**src/rtl/ccta_pkg.sv**
```systemverilog
// ccta_pkg: definitions shared by the CCTA datapath, its result collector,
// and the benches that exercise them.
//   DATA_W            : width of the CCTA result q.
//   collector_state_t : control states of ccta_result_collector.
package ccta_pkg;

    localparam int DATA_W = 5;

    typedef enum logic [1:0] {
        IDLE    = 2'd0,
        COLLECT = 2'd1,
        DONE    = 2'd2
    } collector_state_t;

endpackage

```
**src/rtl/ccta_result_collector.sv**
```systemverilog
// ccta_result_collector: accepts CCTA results over a valid/ready handshake and
// accumulates frames of NUM_SAMPLES results into sum, max, min and count.
// The completed frame statistics are held in DONE until the next start.
//
// Ports:
//   clk      in   single clock, rising-edge
//   rst      in   synchronous active-high reset
//   start    in   begin a new frame (honoured in IDLE and DONE)
//   abort    in   cancel the frame in progress (honoured in COLLECT)
//   q_valid  in   upstream result valid
//   q        in   CCTA result
//   q_ready  out  collector can accept (high only in COLLECT)
//   sum      out  sum of accepted results
//   max_q    out  largest accepted result
//   min_q    out  smallest accepted result
//   cnt      out  number of results accepted in this frame
//   busy     out  high in COLLECT
//   done     out  high in DONE; statistics valid and stable
module ccta_result_collector
    import ccta_pkg::*;
#(
    parameter  int DATA_W      = ccta_pkg::DATA_W,
    parameter  int NUM_SAMPLES = 8,
    localparam int SUM_W       = DATA_W + $clog2(NUM_SAMPLES),
    localparam int CNT_W       = $clog2(NUM_SAMPLES + 1)
) (
    input  logic              clk,
    input  logic              rst,
    input  logic              start,
    input  logic              abort,
    input  logic              q_valid,
    input  logic [DATA_W-1:0] q,
    output logic              q_ready,
    output logic [SUM_W-1:0]  sum,
    output logic [DATA_W-1:0] max_q,
    output logic [DATA_W-1:0] min_q,
    output logic [CNT_W-1:0]  cnt,
    output logic              busy,
    output logic              done
);

    localparam logic [DATA_W-1:0] MIN_INIT = '1;
    localparam logic [CNT_W-1:0]  LAST_CNT = CNT_W'(NUM_SAMPLES - 1);

    collector_state_t state;
    collector_state_t next_state;
    logic             clear;
    logic             accept;

    // NOTE: every signal assigned in always_comb gets a default first, so no
    // path through the case leaves it unassigned and no latch is inferred.
    always_comb begin
        next_state = state;
        clear      = 1'b0;
        accept     = 1'b0;
        case (state)
            IDLE, DONE: begin
                if (start) begin
                    next_state = COLLECT;
                    clear      = 1'b1;
                end
            end
            COLLECT: begin
                // Abort beats a simultaneous transfer: that sample is dropped.
                if (abort) begin
                    next_state = IDLE;
                    clear      = 1'b1;
                end else if (q_valid) begin
                    accept = 1'b1;
                    if (cnt == LAST_CNT) begin
                        next_state = DONE;
                    end
                end
            end
            default: begin
                next_state = IDLE;
                clear      = 1'b1;
            end
        endcase
    end

    // NOTE: sequential state uses non-blocking assignments so every register
    // samples the pre-edge values of the others.
    always_ff @(posedge clk) begin
        if (rst) begin
            state   <= IDLE;
            q_ready <= 1'b0;
            busy    <= 1'b0;
            done    <= 1'b0;
            sum     <= '0;
            max_q   <= '0;
            min_q   <= MIN_INIT;
            cnt     <= '0;
        end else begin
            state   <= next_state;
            // Handshake/status flags are registered from next_state so they
            // depend on state only, never combinationally on q_valid.
            q_ready <= (next_state == COLLECT);
            busy    <= (next_state == COLLECT);
            done    <= (next_state == DONE);
            if (clear) begin
                sum   <= '0;
                max_q <= '0;
                min_q <= MIN_INIT;
                cnt   <= '0;
            end else if (accept) begin
                sum <= sum + SUM_W'(q);
                cnt <= cnt + CNT_W'(1);
                if (q > max_q) max_q <= q;
                if (q < min_q) min_q <= q;
            end
        end
    end

endmodule

```
**config.mk**
```make
export PLATFORM = sky130hd
export DESIGN_NAME = ccta_result_collector
export DESIGN_NICKNAME = d
export VERILOG_FILES = /design/src/rtl/ccta_pkg.sv /design/src/rtl/ccta_result_collector.sv
export SDC_FILE = /design/constraint.sdc
export NUM_CORES = 1
export LEC_CHECK = 0
export ABC_AREA = 1
export CAP_MARGIN = 25
export CORE_ASPECT_RATIO = 1.5
export CORE_MARGIN = 2
export CORE_UTILIZATION = 50
export DETAILED_ROUTE_END_ITERATION = 10
export GPL_TIMING_DRIVEN = 0
export PLACE_DENSITY = 0.77
export SETUP_SLACK_MARGIN = 0.4
export SLEW_MARGIN = 5
export SYNTH_ARGS = -nofsm -noshare
export SYNTH_HDL_FRONTEND = slang
export SYNTH_SLANG_ARGS = --single-unit
```
**constraint.sdc**
```tcl
create_clock -name clk -period 1.86 [get_ports clk]
set_input_delay 0.465 -clock clk [delete_from_list [all_inputs] [get_ports clk]]
set_output_delay 0.465 -clock clk [all_outputs]
set_load 0.03 [all_outputs]
```
==> metrics list, run 1 <==
* Outcome: completed
- Number of slew-limit violations in the final report: 0
* Worst max-slew margin expressed relative to the limit: 0.793
- Post-synth EDFFs: 0
- The clock reaches the later pin of the worst-skew pair after 280 ps.
- IR analysis of the VDD net gives a maximum drop of 0.604 mV.
* Power Density: 535 nW/um2
* Tightest Pin Transition: 311 ps
- Post-synth top flop: sky130_fd_sc_hd__dfxtp_1
* Count of nets left with antenna violations after detail routing: 0
- For this run, asynchronously set or reset flops after synthesis account for 0.
- By area the synthesized netlist is led by sky130_fd_sc_hd__dfxtp_1, sky130_fd_sc_hd__ha_1, sky130_fd_sc_hd__nand2_1, sky130_fd_sc_hd__inv_1, sky130_fd_sc_hd__a21oi_1.
- Combinational family with the most area after synthesis: simple AND/OR/NAND/NOR gates
- Max-cap viol count: 0
- The worst hold path terminates at min_q[4].
- The fraction of the mapped netlist area in compound gates came to 0.108.
- The initialized floorplan defines 24 standard-cell rows.
* Util after Layout: 0.753
* Lkg Pwr: 0.996 nW
- Diode insertion count for antenna repair: 0
- The clock passes through at most 2 buffers.
- DRC violations left: 0
- Post-synthesis cell area: 1540 um2
- Buffers on Ports: 34
* Met2 routed WL: 2190 um
* Synthesized-area fraction occupied by xor and xnor cells: 0.00570
- For this run, the detailed router's first-pass iteration total came to 4.
- Global-route wire length before repair: 6310 um
* Num ports: 35
* Clock slew at reported path FFs: 90 ps
- For this run the aggregate overflow at the end of global routing stands at 0.
- Number of distinct library cells after synthesis: 26
- For this block, wires on met1 add up to 1490 um.
* Die Footprint: 3540 um2
* Initial drt markers: 25
- Number of global-route vias before repair: 1489
* Number of hold-slack violations in the final timing report: 0
* Uppermost metal layer occupied by signal nets: met4
- Of the total synthesized cell area, the portion taken by AND, OR, NAND and NOR gates is 0.308.
- Clock sink count: 26
* Minimum setup slack after placement: -345 ps
* Fraction of post-synthesis cell area in the top cell type by area: 0.338
* Min Tclk post-route: 1460 ps
- Timing would allow up to 687 MHz.
- Overall die width: 49.3 um
* Proportion of synthesized area in mux cells: 0
- Total of hold buffers inserted after clock tree synthesis: 0
- Routed length per placed instance: 13.2 um
- TritonCTS built the clock tree.
- In this run the vertical extent of the chip is 71.9 um.
- Synthesized instance count: 208
- The commonest cells after synthesis are sky130_fd_sc_hd__nand2_1, sky130_fd_sc_hd__inv_1, sky130_fd_sc_hd__dfxtp_1, sky130_fd_sc_hd__a21oi_1, sky130_fd_sc_hd__nand3_1.
- The worst setup path is launched from a flop.
- After synthesis the netlist holds a flip-flop and latch count of 26.
- Setup repair after global routing could not meet its margin everywhere.
- Count of cells along the worst hold path: 2
- The region available for standard cell placement spans 2910 um2.
- Post-route fraction of the period consumed by the critical path: 0.783
- The average instance in the mapped netlist occupies 7.39 um2.
* Synthesized-area fraction occupied by adder cells: 0.135
- Of all nets on the critical path, the largest fanout is 3.
- Total Routed Length: 3870 um
* Final setup violation count: 0
- For this configuration, the core starts out at a cell density of 0.528.
- Hold Crit Start: min_q[4]
- Dominant cell type by area after synthesis: sky130_fd_sc_hd__dfxtp_1
- Across all layers, the routed design uses 1521 vias.
* Synthesized netlist net count: 234
- Initial antenna violation count: 0
- The worst register-to-register path has a depth of 8.
- Final Total Pwr: 1.17 mW
- Sequential fraction of the synthesis area: 0.338
- Entering global routing, the biggest net connects 15 pins.
- Type of the worst min-delay path: flop to flop
* Destination of the worst register-to-register timing path: sum[6]
- Number of levels the H-tree was split into: 1
* Min setup slack post-route: 404 ps
- The worst register-to-register path begins at sum[0].
- Between clock sinks in the finished design, the worst skew comes to 2.68 ps.
- Across all register-to-register paths, the minimum setup slack is 400 ps.
- Capturing element type of the critical path: flop
- Final net count: 281
- Critical path data required time: 2050 ps
* Synthesis-to-finish area growth: 42.6%
- Number of clock buffers inserted by TritonCTS: 3
- Total GRT Usage: 0.227
- CTS root buffer: sky130_fd_sc_hd__clkbuf_8
* Arrival time of the worst setup path: 1640 ps
- Fraction of final layout cells with drive strength greater than 1: 0.362
* Number of vias per cell after detailed routing: 5.19
* Class of the most critical setup path: flop to flop
- Most common cell in the synthesized netlist: sky130_fd_sc_hd__nand2_1
* Estimated wirelength of the detail-placed design: 2490 um
- WL met3: 102 um
- Final weighted congestion of routability-driven global placement: 0.832
- Synth Warn #: 0
## per-stage QoR
stage | setup TNS, ps | hold slack, ps | cells | area (um2)
final | 0 | 468 | 293 | 2190
after global routing | 0 | 496 | 293 | 2190
after CTS | 0 | 470 | 292 | 2170
after detailed placement | -4320 | 448 | 281 | 1970
after global placement | -4250 | 445 | 281 | 1970
after floorplan | 0 | 516 | 208 | 1580
## layout make-up
type                       instances  area [um2]
inverter                          35         136
sequential                        26         533
tap                               39        48.8
buffer                             4        33.8
multi-input combinational        145        1070
clock buffer                       4        55.1
timing repair buffer              40         317
fill                             224         719
## power by group
group | internal (mW) | switching (mW) | total, mW | leakage (nW)
combinational | 0.0865 | 0.132 | 0.218 | 0.756
clock | 0.190 | 0.194 | 0.384 | 0.0288
sequential | 0.563 | 0.00630 | 0.570 | 0.212
total | 0.840 | 0.332 | 1.17 | 0.996
## cells in the final DEF, fill, tap and decap left out, types with 2 or more instances in the layout
cell type / synthesis / routed
sky130_fd_sc_hd__a21oi_1: 21 / 18
sky130_fd_sc_hd__a21oi_2: 0 / 3
sky130_fd_sc_hd__a21oi_4: 1 / 2
sky130_fd_sc_hd__buf_2: 0 / 14
sky130_fd_sc_hd__buf_4: 4 / 5
sky130_fd_sc_hd__buf_6: 0 / 4
sky130_fd_sc_hd__clkbuf_2: 0 / 5
sky130_fd_sc_hd__clkbuf_8: 0 / 4
sky130_fd_sc_hd__clkdlybuf4s15_2: 0 / 12
sky130_fd_sc_hd__clkdlybuf4s50_1: 0 / 2
sky130_fd_sc_hd__dfxtp_1: 26 / 18
sky130_fd_sc_hd__dfxtp_2: 0 / 7
sky130_fd_sc_hd__dlygate4sd2_1: 0 / 2
sky130_fd_sc_hd__ha_1: 15 / 8
sky130_fd_sc_hd__ha_4: 0 / 7
sky130_fd_sc_hd__inv_1: 32 / 28
sky130_fd_sc_hd__inv_2: 3 / 5
sky130_fd_sc_hd__inv_4: 0 / 2
sky130_fd_sc_hd__nand2_1: 42 / 38
sky130_fd_sc_hd__nand2_2: 0 / 2
sky130_fd_sc_hd__nand2_4: 1 / 3
sky130_fd_sc_hd__nand3_1: 18 / 14
sky130_fd_sc_hd__nand3_2: 2 / 4
sky130_fd_sc_hd__nand3_4: 0 / 3
sky130_fd_sc_hd__nand3b_1: 4 / 4
sky130_fd_sc_hd__nand4_1: 8 / 8
sky130_fd_sc_hd__nor2_1: 13 / 12
sky130_fd_sc_hd__nor2_2: 3 / 2
sky130_fd_sc_hd__nor2_4: 1 / 3
sky130_fd_sc_hd__o21ai_1: 5 / 4
## how the worst max path moves through the flow
stage,from,to,cells after the start
final,sum[0],sum[6],8
after global routing,sum[0],sum[6],8
after CTS,max_q[2],max_q[2],1
after detailed placement,q[0],sum[6],9
after global placement,q[0],sum[6],9
after floorplan,q[0],sum[6],8
## cell families after synthesis
| group | Yosys count |
|---|---|
| adders and majority gates | 16 |
| AOI/OAI and AO/OA | 30 |
| buffers and inverters | 39 |
| DFF | 26 |
| and+or+nand+nor | 96 |
| xor gates and xnor gates | 1 |
## critical path, cell delays in order, from the launching register on
cell	delay [ps]
sky130_fd_sc_hd__dfxtp_2	350
sky130_fd_sc_hd__ha_4	170
sky130_fd_sc_hd__fa_2	360
sky130_fd_sc_hd__nand3_2	90
sky130_fd_sc_hd__nand3_2	70
sky130_fd_sc_hd__nand2_1	60
sky130_fd_sc_hd__nand2_1	60
sky130_fd_sc_hd__a21oi_1	150
sky130_fd_sc_hd__nor2_1	50
## state kept, by name, summed over array words and instances (netlist names)
name,cells
sum,8
max_q,5
min_q,5
cnt,4
state,2
busy,1
done,1
## per-layer routing
metal  up-vias  global-route usage
met4         0              0.0952
met2        40               0.435
li1        777                   -
met3         7              0.0247
met1       697               0.247
met5         -                   0
## what timing repair did
action	CTS	global route
buffers inserted	4	1
gates resized for setup	124	26
endpoints found under the setup margin	46	23
gates cloned	3	0
pin swaps	11	5
No activity file was read; power rests on OpenSTA's default activity.
==> inputs of run 2 (changes only) <==
Clock period 1.86 ns to 1.5 ns, I/O delays scaled along.
==> run 2 against run 1 <==
Against the previous run: the flow now finishes with violations (negative setup slack); worst setup slack got worse by 530 ps; critical path depth increased by 1; combinational power increased by 67%; clock-buffer cell count decreased by 1; cell count increased by 5.8%; non-clock buffer count increased by 17; register-to-register slack got worse by 530 ps; design area increased by 22%; global-route usage increased by 6.9 points; clock skew increased by 0.52 ps; sequential power increased by 21%; largest cell class unchanged.
==> metrics list, run 2 (synthesis gave the netlist of run 1 again) <==
* Outcome: finished with violations (was completed)
- Violations in the final reports: negative setup slack
- The sort of element at the start of the critical path is a flop (unchanged).
- Area taken by multi-input logic gates: 1240 um2 (was 1070 um2)
* Number of rows in the core area: 24 (unchanged)
* Synthesis-to-finish area growth: 74.0% (was 42.6%)
- The number of nets with antenna violations after detailed routing is 0 (unchanged).
* Height of the die: 71.9 um (unchanged)
- The number of DRC violations after detailed routing is 0 (unchanged).
- Max-cap viol count: 0 (unchanged)
- Worst-case hold slack: 461 ps (was 468 ps)
- The normalized max-slew margin was 0.797 (was 0.793).
- The worst-case clock buffer depth was 2 (unchanged).
* Placed cells: 281 (unchanged)
* Min setup slack post-route: -128 ps (was 404 ps)
* Count of cells along the worst hold path: 3 (was 2)
- Leading cell type in the layout, fill and taps excluded: sky130_fd_sc_hd__buf_6 (was sky130_fd_sc_hd__nand2_1)
- The critical path data arrival time was 1850 ps (was 1640 ps).
- The highest clock rate came to 614 MHz (was 687 MHz).
* Fillers: 111 (was 224)
- The register with the highest flop count is sum (unchanged).
- Overflow left after global routing: 0 (unchanged)
* Slack of the worst reg-to-reg path: -130 ps (was 400 ps)
- Top fanout value on the critical path: 2 (was 3)
- The flip-flop count of the largest register, all copies and words added came to 8 (unchanged).
- The via-per-instance ratio is 5.77 (was 5.19).
- Diode insertion count for antenna repair: 0 (unchanged)
* Min Tclk post-route: 1630 ps (was 1460 ps)
- Number of detailed-routing iterations run before antenna repair: 4 (unchanged)
- Die Footprint: 3540 um2 (unchanged)
* Estimated wirelength of the detail-placed design: 2960 um (was 2490 um)
* Buffers on Ports: 34 (unchanged)
* Final weighted congestion of routability-driven global placement: 0.856 (was 0.832)
- Initial standard-cell utilization of the core: 0.528 (unchanged)
- The net count reported at finish was 298 (was 281).
* Routed length per placed instance: 19.8 um (was 13.2 um)
* Post-route fraction of the period consumed by the critical path: 1.09 (was 0.783)
- The number of global-route vias before repair came to 1817 (was 1489).
- The post-route total power was 1.66 mW (was 1.17 mW).
* Final non-filler cell area: 2680 um2 (was 2190 um2)
* Final setup violation count: 2 (was 0)
* Number of clock buffers inserted by TritonCTS: 3 (unchanged)
* Capturing element type of the critical path: flop (unchanged)
* Clock slew at reported path FFs: 100 ps (was 90 ps)
* Clock sink count: 26 (unchanged)
* Area of the core: 2910 um2 (unchanged)
* Overall die width: 49.3 um (unchanged)
- Initial drt markers: 96 (was 25)
- Peak supply drop: 0.664 mV (was 0.604 mV)
- The max-slew violation count is 0 (unchanged).
- Clock tree from TritonCTS: done (unchanged)
- The post-route setup TNS was -142 ps (was 0 ps).
- Class of the most critical setup path: flop to flop (unchanged)
- Power Density: 621 nW/um2 (was 535 nW/um2)
* Unrepaired setup endpoints after global routing: yes (unchanged)
* CTS root buffer: sky130_fd_sc_hd__clkbuf_8 (unchanged)
* Lkg Pwr: 1.14 nW (was 0.996 nW)
- Post-layout instance count excluding filler cells: 310 (was 293)
* Largest registers: sum: 8 flops, max_q: 5 flops, min_q: 5 flops (unchanged)
- The actual transition at the worst max-transition pin is 305 ps (was 311 ps).
- The pin count of the biggest net entering global routing was 16 (was 15).
* Num ports: 35 (unchanged)
- Cell area after placement: 2180 um2 (was 1970 um2)
- The required time of the critical path came to 1720 ps (was 2050 ps).
* Util after Layout: 0.918 (was 0.753)
- Commonest cells after routing, fill and taps aside: sky130_fd_sc_hd__buf_6, sky130_fd_sc_hd__nand2_1, sky130_fd_sc_hd__inv_1, sky130_fd_sc_hd__buf_4, sky130_fd_sc_hd__dfxtp_4 (was sky130_fd_sc_hd__nand2_1, sky130_fd_sc_hd__inv_1, sky130_fd_sc_hd__a21oi_1, sky130_fd_sc_hd__dfxtp_1).
- Number of hold-slack violations in the final timing report: 0 (unchanged)
- The wire length of the first global-routing pass came to 8180 um (was 6310 um).
- Depth of the worst register-to-register path: 9 (was 8)
* Initial antenna violation count: 0 (unchanged)
* Worst-skew pair later-pin latency: 280 ps (about the same)
- Type of the worst min-delay path: primary input to flop (was flop to flop)
- The worst clock skew on the final layout is 3.20 ps (was 2.68 ps).
* Flip-flop and latch area: 587 um2 (was 533 um2)
* Fraction of final layout cells with drive strength greater than 1: 0.609 (was 0.362)
- The minimum setup slack after placement is -707 ps (was -345 ps).
- Via count: 1790 (was 1521)
* Total GRT Usage: 0.296 (was 0.227)
* Total Routed Length: 6130 um (was 3870 um)
- Number of levels the H-tree was split into: 1 (unchanged)
## run 2: cell count changes in the layout (fill, tap and decap cells not counted), moves of 7 or more
cell                              before  now
sky130_fd_sc_hd__clkdlybuf4s15_2      12    1
sky130_fd_sc_hd__nand2_1              38   29
sky130_fd_sc_hd__buf_2                14    5
sky130_fd_sc_hd__a21oi_1              18   11
sky130_fd_sc_hd__dfxtp_1              18    1
sky130_fd_sc_hd__nand2_2               2   10
sky130_fd_sc_hd__inv_1                28   21
sky130_fd_sc_hd__dfxtp_4               1   14
sky130_fd_sc_hd__buf_4                 5   18
sky130_fd_sc_hd__a21oi_2               3   11
sky130_fd_sc_hd__buf_6                 4   33
## run 2: what timing repair did
| item | 4_1_cts | 5_1_grt |
|---|---|---|
| hold buffers | 0 | 0 |
| setup buffers | 13 | 9 |
| gates cloned | 3 | 0 |
| pin swaps | 11 | 19 |
| endpoints found under the setup margin | 50 | 48 |
| resized for setup | 234 | 41 |
## run 2: worst paths after layout
kind               to  startpoint
max reg2reg    sum[6]      sum[0]
min          min_q[0]        q[0]
max            sum[6]      sum[0]
min reg2reg    cnt[1]      cnt[1]
## run 2: power by group
group	leakage (nW)	internal [mW]	total, mW	switching [mW]
logic	0.886	0.153	0.364	0.212
registers	0.222	0.679	0.690	0.0112
clock network	0.0357	0.358	0.606	0.248
## run 2: critical path, cell delays in order, from the launching register on
cell	delay (ps)
sky130_fd_sc_hd__dfxtp_4	360
sky130_fd_sc_hd__ha_4	170
sky130_fd_sc_hd__fa_2	400
sky130_fd_sc_hd__nand3_2	110
sky130_fd_sc_hd__nand3_2	90
sky130_fd_sc_hd__nand2_1	110
sky130_fd_sc_hd__nand2_2	60
sky130_fd_sc_hd__nand3_1	90
sky130_fd_sc_hd__nand2_1	80
sky130_fd_sc_hd__nor2_1	90
## run 2: routing by layer
layer  vias to the layer above  share of wire  track usage
met5                         -              0            0
met4                         0          0.062        0.130
met3                        33          0.043       0.0514
met2                        85           0.55        0.578
met1                       855           0.35        0.300
li1                        817              -            -
## run 2: area by class of cell
| class | instances | area share |
|---|---|---|
| sequential | 26 | 0.219 |
| tap | 39 | 0.0182 |
| clock inverter | 1 | 0.0112 |
| inverter | 35 | 0.0538 |
| buffer | 4 | 0.0154 |
| clock buffer | 3 | 0.0154 |
| timing repair buffer | 57 | 0.203 |
| multi-input combinational | 145 | 0.464 |
